==> src/rtl/sram_readout_ctrl_pkg.sv <==
// Shared definitions for the serial SRAM read-back controller: default widths,
// FSM state encodings and a helper that sizes the bit timer.
package sram_readout_ctrl_pkg;

   localparam int DEF_DATA_WIDTH = 8;
   localparam int DEF_ADDR_WIDTH = 9;
   localparam int DEF_CNT_WIDTH  = 4;

   typedef enum logic [2:0] {
      ST_IDLE  = 3'd0,
      ST_LOAD  = 3'd1,
      ST_READ  = 3'd2,
      ST_WAIT  = 3'd3,
      ST_SHIFT = 3'd4,
      ST_DONE  = 3'd5
   } state_t;

   // Width of a down-counter that must hold max(a,b)-1.
   function automatic int timer_width(input int a, input int b);
      int m;
      m = (a > b) ? a : b;
      return (m > 2) ? $clog2(m) : 1;
   endfunction

endpackage

==> src/rtl/sram_readout_ctrl.sv <==
// Serial SRAM read-back controller: takes an address/count frame on SI, reads
// count+1 words with an auto-incrementing address and shifts each out LSB first.
//
// state | meaning
// IDLE  | wait for LOAD_N low
// LOAD  | shift in LOAD_BITS command bits (address then count, LSB first)
// READ  | present A, CEN low from the mid-cycle negedge
// WAIT  | SRAM data settles; captured into data_q at the closing posedge
// SHIFT | drive data_q[0] on SO with SO_VLD, one bit per cycle
// DONE  | RDY high until LOAD_N is seen high
module sram_readout_ctrl
   import sram_readout_ctrl_pkg::*;
#(
   parameter int MEMORY_DATA_WIDTH = DEF_DATA_WIDTH,
   parameter int MEMORY_ADDR_WIDTH = DEF_ADDR_WIDTH,
   parameter int CNT_WIDTH         = DEF_CNT_WIDTH
) (
   input  logic                         CLK,
   input  logic                         RST,
   input  logic                         SI,
   input  logic                         LOAD_N,
   input  logic [MEMORY_DATA_WIDTH-1:0] PI,
   output logic                         SO,
   output logic                         SO_VLD,
   output logic                         RDY,
   output logic                         CEN,
   output logic                         WEN,
   output logic [MEMORY_ADDR_WIDTH-1:0] A
);

   localparam int LOAD_BITS = MEMORY_ADDR_WIDTH + CNT_WIDTH;
   localparam int TW        = timer_width(LOAD_BITS, MEMORY_DATA_WIDTH);
   localparam logic [TW-1:0] LOAD_LAST  = TW'(LOAD_BITS - 1);
   localparam logic [TW-1:0] SHIFT_LAST = TW'(MEMORY_DATA_WIDTH - 1);

   state_t                       state_q;
   logic [TW-1:0]                timer_q;
   logic [LOAD_BITS-2:0]         cmd_q;
   logic [MEMORY_DATA_WIDTH-1:0] data_q;
   logic [MEMORY_ADDR_WIDTH-1:0] addr_q;
   logic [CNT_WIDTH-1:0]         words_left_q;
   logic                         so_vld_q;
   logic                         rdy_q;
   logic                         cen_q;
   logic [LOAD_BITS-1:0]         cmd_next;

   // The final command bit is consumed straight from SI so the decoded
   // address is registered on the same edge that leaves LOAD.
   assign cmd_next = {SI, cmd_q};

   always_ff @(posedge CLK) begin
      if (RST) begin
         state_q      <= ST_IDLE;
         timer_q      <= '0;
         cmd_q        <= '0;
         data_q       <= '0;
         addr_q       <= '0;
         words_left_q <= '0;
         so_vld_q     <= 1'b0;
         rdy_q        <= 1'b0;
      end else begin
         case (state_q)
            ST_IDLE: begin
               if (!LOAD_N) begin
                  state_q <= ST_LOAD;
                  timer_q <= LOAD_LAST;
               end
            end
            ST_LOAD: begin
               cmd_q <= cmd_next[LOAD_BITS-1:1];
               if (timer_q == '0) begin
                  addr_q       <= cmd_next[MEMORY_ADDR_WIDTH-1:0];
                  words_left_q <= cmd_next[LOAD_BITS-1:MEMORY_ADDR_WIDTH];
                  state_q      <= ST_READ;
               end else begin
                  timer_q <= timer_q - 1'b1;
               end
            end
            ST_READ: begin
               state_q <= ST_WAIT;
            end
            ST_WAIT: begin
               data_q   <= PI;
               timer_q  <= SHIFT_LAST;
               so_vld_q <= 1'b1;
               state_q  <= ST_SHIFT;
            end
            ST_SHIFT: begin
               data_q <= {1'b0, data_q[MEMORY_DATA_WIDTH-1:1]};
               if (timer_q == '0) begin
                  so_vld_q <= 1'b0;
                  if (words_left_q == '0) begin
                     rdy_q   <= 1'b1;
                     state_q <= ST_DONE;
                  end else begin
                     addr_q       <= addr_q + 1'b1;
                     words_left_q <= words_left_q - 1'b1;
                     state_q      <= ST_READ;
                  end
               end else begin
                  timer_q <= timer_q - 1'b1;
               end
            end
            ST_DONE: begin
               if (LOAD_N) begin
                  rdy_q   <= 1'b0;
                  state_q <= ST_IDLE;
               end
            end
            default: begin
               state_q <= ST_IDLE;
            end
         endcase
      end
   end

   // CEN changes on the falling edge so the SRAM sees a stable enable and
   // address at the posedge that closes READ.
   always_ff @(negedge CLK) begin
      if (RST) begin
         cen_q <= 1'b1;
      end else begin
         cen_q <= !((state_q == ST_READ) || (state_q == ST_WAIT));
      end
   end

   assign SO     = so_vld_q & data_q[0];
   assign SO_VLD = so_vld_q;
   assign RDY    = rdy_q;
   assign CEN    = cen_q;
   assign WEN    = 1'b1;
   assign A      = addr_q;

endmodule

==> config.mk <==
export PLATFORM = sky130hd
export DESIGN_NAME = sram_readout_ctrl
export DESIGN_NICKNAME = d
export VERILOG_FILES = /design/src/rtl/sram_readout_ctrl_pkg.sv /design/src/rtl/sram_readout_ctrl.sv
export SDC_FILE = /design/constraint.sdc
export NUM_CORES = 1
export LEC_CHECK = 0
export BUFFER_PORTS_ARGS = -buffer_cell sky130_fd_sc_hd__buf_2
export CAP_MARGIN = 10
export CORE_ASPECT_RATIO = 0.6
export CORE_MARGIN = 3
export CORE_UTILIZATION = 57
export CTS_CLUSTER_SIZE = 10
export DETAILED_ROUTE_END_ITERATION = 10
export GPL_TIMING_DRIVEN = 0
export PLACE_DENSITY = 0.78
export RECOVER_POWER = 50
export SLEW_MARGIN = 20
export SYNTH_ARGS = -nofsm -noshare
export SYNTH_HDL_FRONTEND = slang
export SYNTH_SLANG_ARGS = --single-unit
==> constraint.sdc <==
create_clock -name CLK -period 2.25 [get_ports CLK]
set_input_delay 0.225 -clock CLK [delete_from_list [all_inputs] [get_ports CLK]]
set_output_delay 0.225 -clock CLK [all_outputs]
set_load 0.03 [all_outputs]
==> impl_metrics.json <==
{
  "first_iter_violations": 272,
  "hold_slack_ps": 182,
  "deepest_clock_path_buffer_count": 2,
  "setup_repair_after_global_routing_missed_its_margin": "no",
  "synth_top_cell_by_area": "dfxtp_1",
  "crit_arrival_ps": 1950,
  "endpoint_kind": "output port",
  "h-tree-depth": 2,
  "number_of_warnings_reported_in_the_yosys_synthesis_log": 0,
  "power.leakage_nw": 0.867,
  "regToRegStartpoint": "state_q[1]",
  "number_of_clock_buffers_inserted_by_tritoncts": 5,
  "synthToLayoutAreaGrowth_pct": 13.6,
  "synth_ff_type": "dfxtp_1",
  "gp_congestion": 0.913,
  "total_half_perimeter_wirelength_after_legalization_and_detailed_placement_um": 4350,
  "die-area_mm2": 0.00462,
  "drt_first_pass_iters": 5,
  "fin_max_slew_vios": 0,
  "via_count_of_the_first_global_routing_pass": 1817,
  "dpl_worst_slack_ps": -187,
  "synth.net_count": 285,
  "maxCapViolCount": 0,
  "antenna_left": 0,
  "tritoncts": "built",
  "routed_wl_um": 5980,
  "post-route-worst-setup-slack_ps": 76.2,
  "numPortBuffers": 24,
  "via_count": 2161,
  "start_util_pct": 62.9,
  "mean_routed_wirelength_per_cell_um": 17.3,
  "via_per_inst": 6.25,
  "timing.max_slew.rel_slack_pct": 52.4,
  "timing_hold_violations_final": 0,
  "remaining_drc_errors": 0,
  "synth_area_per_cell_um2": 8.10,
  "chip_height_um": 53.9,
  "hp-class": "in2reg",
  "antenna_found_initial": 0,
  "core_area_mm2": 0.00346,
  "grt.overflow.total": 0,
  "r2r_setup_slack_ps": 120,
  "synth_enable_flop_cells": 0,
  "yosys.cell_count.top_type": "dfxtp_1",
  "crit_path_cell_trace": "buf_2",
  "grt_pass1_wl_um": 9620,
  "totalPowerFinal_mw": 2.46,
  "most_area_consuming_cells_after_synthesis": "dfxtp_1 (40%), a21oi_1 (7.1%), o21ai_0 (6.2%)",
  "grt_start_max_net_pins": 15,
  "status": "finished, final reports clean",
  "clk_latency_ps": 350,
  "critPathKind": "reg2out",
  "worst_clock_skew_ps": 50.8,
  "antenna_cells_inserted": 0,
  "tightestPinTransition_ps": 712,
  "die_width_um": 85.8,
  "synth_cells": 269,
  "timing.critical_path.from": "CEN",
  "worst_path_dominant_cell_family": "flip-flops",
  "netlist_area_mm2": 0.00218,
  "postCtsSetupRepairBufs": 0,
  "clock_tree.root_cell": "clkbuf_8",
  "drive_gt1_share_pct": 13.3,
  "placementRows": 16,
  "finalInstanceArea_mm2": 0.00247,
  "placed_cell_area_mm2": 0.00235,
  "worst-path-max-fanout": 1,
  "beginning_of_the_worst_hold_path": "PI[7]",
  "grt_use_total_pct": 28.2,
  "yosys_reg_bits": 43,
  "synth.yosys.seq_area_share_pct": 39.5,
  "design.final.nets": 316,
  "worst-path-buf-inv": 1,
  "max_stage_delay_ps": 290,
  "netlist-cell-type-count": 51,
  "finalCoreUtilization_pct": 71.4,
  "netlist.area_leader.share_pct": 39.5,
  "async_reset_ff_share_pct": 0,
  "power_per_cell_area_mw_per_mm2": 995,
  "ys_top_cells_by_count": "dfxtp_1 (43), nand2_1 (32), a21oi_1 (31)",
  "clkTransAtPathRegs_ps": 90,
  "critical_path_required_ps": 2030,
  "setup_viol": 0,
  "crit_path_start_kind": "flop",
  "timing.critical_path.slowest_stage_cell": "dfxtp_1",
  "clock_sinks": 43,
  "worst_ir_drop_vdd_mv": 0.647,
  "num_io_pins": 26
}
flip-flops by register name (all words and copies together), names as in the netlist:
name,count
state_q,3
cmd_q,12
timer_q,4
RDY,1
words_left_q,4
data_q,8
CEN,1
A,9
SO_VLD,1
routing by layer:
layer | up-vias | share of wire [%] | GRT usage (%)
li1 | 1030 | - | -
met1 | 1013 | 50 | 43.9
met2 | 111 | 38 | 36.5
met3 | 7 | 12 | 8.87
met4 | 0 | 0.74 | 6.32
met5 | - | 0 | 0
kinds of logic after synthesis:
kind of cell	after synthesis	synth area share, %
fa+ha+maj	4	2.30
mux	5	2.30
buf+inv	28	5.97
flops	43	39.5
simple gates	91	22.2
xor+xnor	3	1.21
compound gates	94	26.4
other cells	1	0.172
metrics by stage:
step | setup TNS (ps) | instances
after detailed placement | -187 | 338
after global routing | 0 | 346
after global placement | -186 | 338
final | 0 | 346
after CTS | 0 | 346
after floorplan | 0 | 269
what timing repair did:
item                       in CTS  in global routing
hold buffers                    0                  0
setup endpoints to repair       1                  4
gates cloned                    0                  0
gates resized for setup         2                  3
hold endpoints to repair        0                  0
cell usage in the layout, fill, tap and decap left out, types with 2 or more instances in the layout:
cell type,instances
dfxtp_1,42
nand2_1,32
a21oi_1,31
o21ai_0,27
buf_2,20
clkbuf_1,20
nor2_1,18
inv_1,8
nor3_1,6
a211oi_1,6
mux2i_1,5
clkbuf_8,5
and2_1,4
nor2b_1,4
nor3b_1,4
a22oi_1,4
nand3_1,4
ha_1,4
o211ai_1,3
a31oi_1,3
a311oi_1,3
nand2b_1,2
or4_1,2
o311a_1,2
clkbuf_2,2
or3b_2,2
xnor2_1,2
nand4_1,2
nor4_1,2
o21bai_1,2
a32oi_1,2
o22ai_1,2
bufinv_16,2
layout make-up:
type,instances,area (µm²)
plain buffers,20,98.8
clock buffers,5,68.8
clock inverters,4,71.3
fillers,301,990
inverters,7,26.3
multi-input cells,198,1180
flip-flops and latches,43,862
well taps,45,56.3
repair buffers,24,105
path summary, 6_finish.rpt:
| path | to | depth (start not counted) |
|---|---|---|
| worst max register to register | CEN | 3 |
| worst min-delay path | data_q[7] | 3 |
| worst max-delay path | CEN | 1 |
| worst min register to register | data_q[4] | 2 |
power by group:
part	switching, mW	internal, mW
logic	0.502	0.294
registers	0.0972	0.842
clock network	0.281	0.445
No activity file was read; power rests on OpenSTA's default activity.
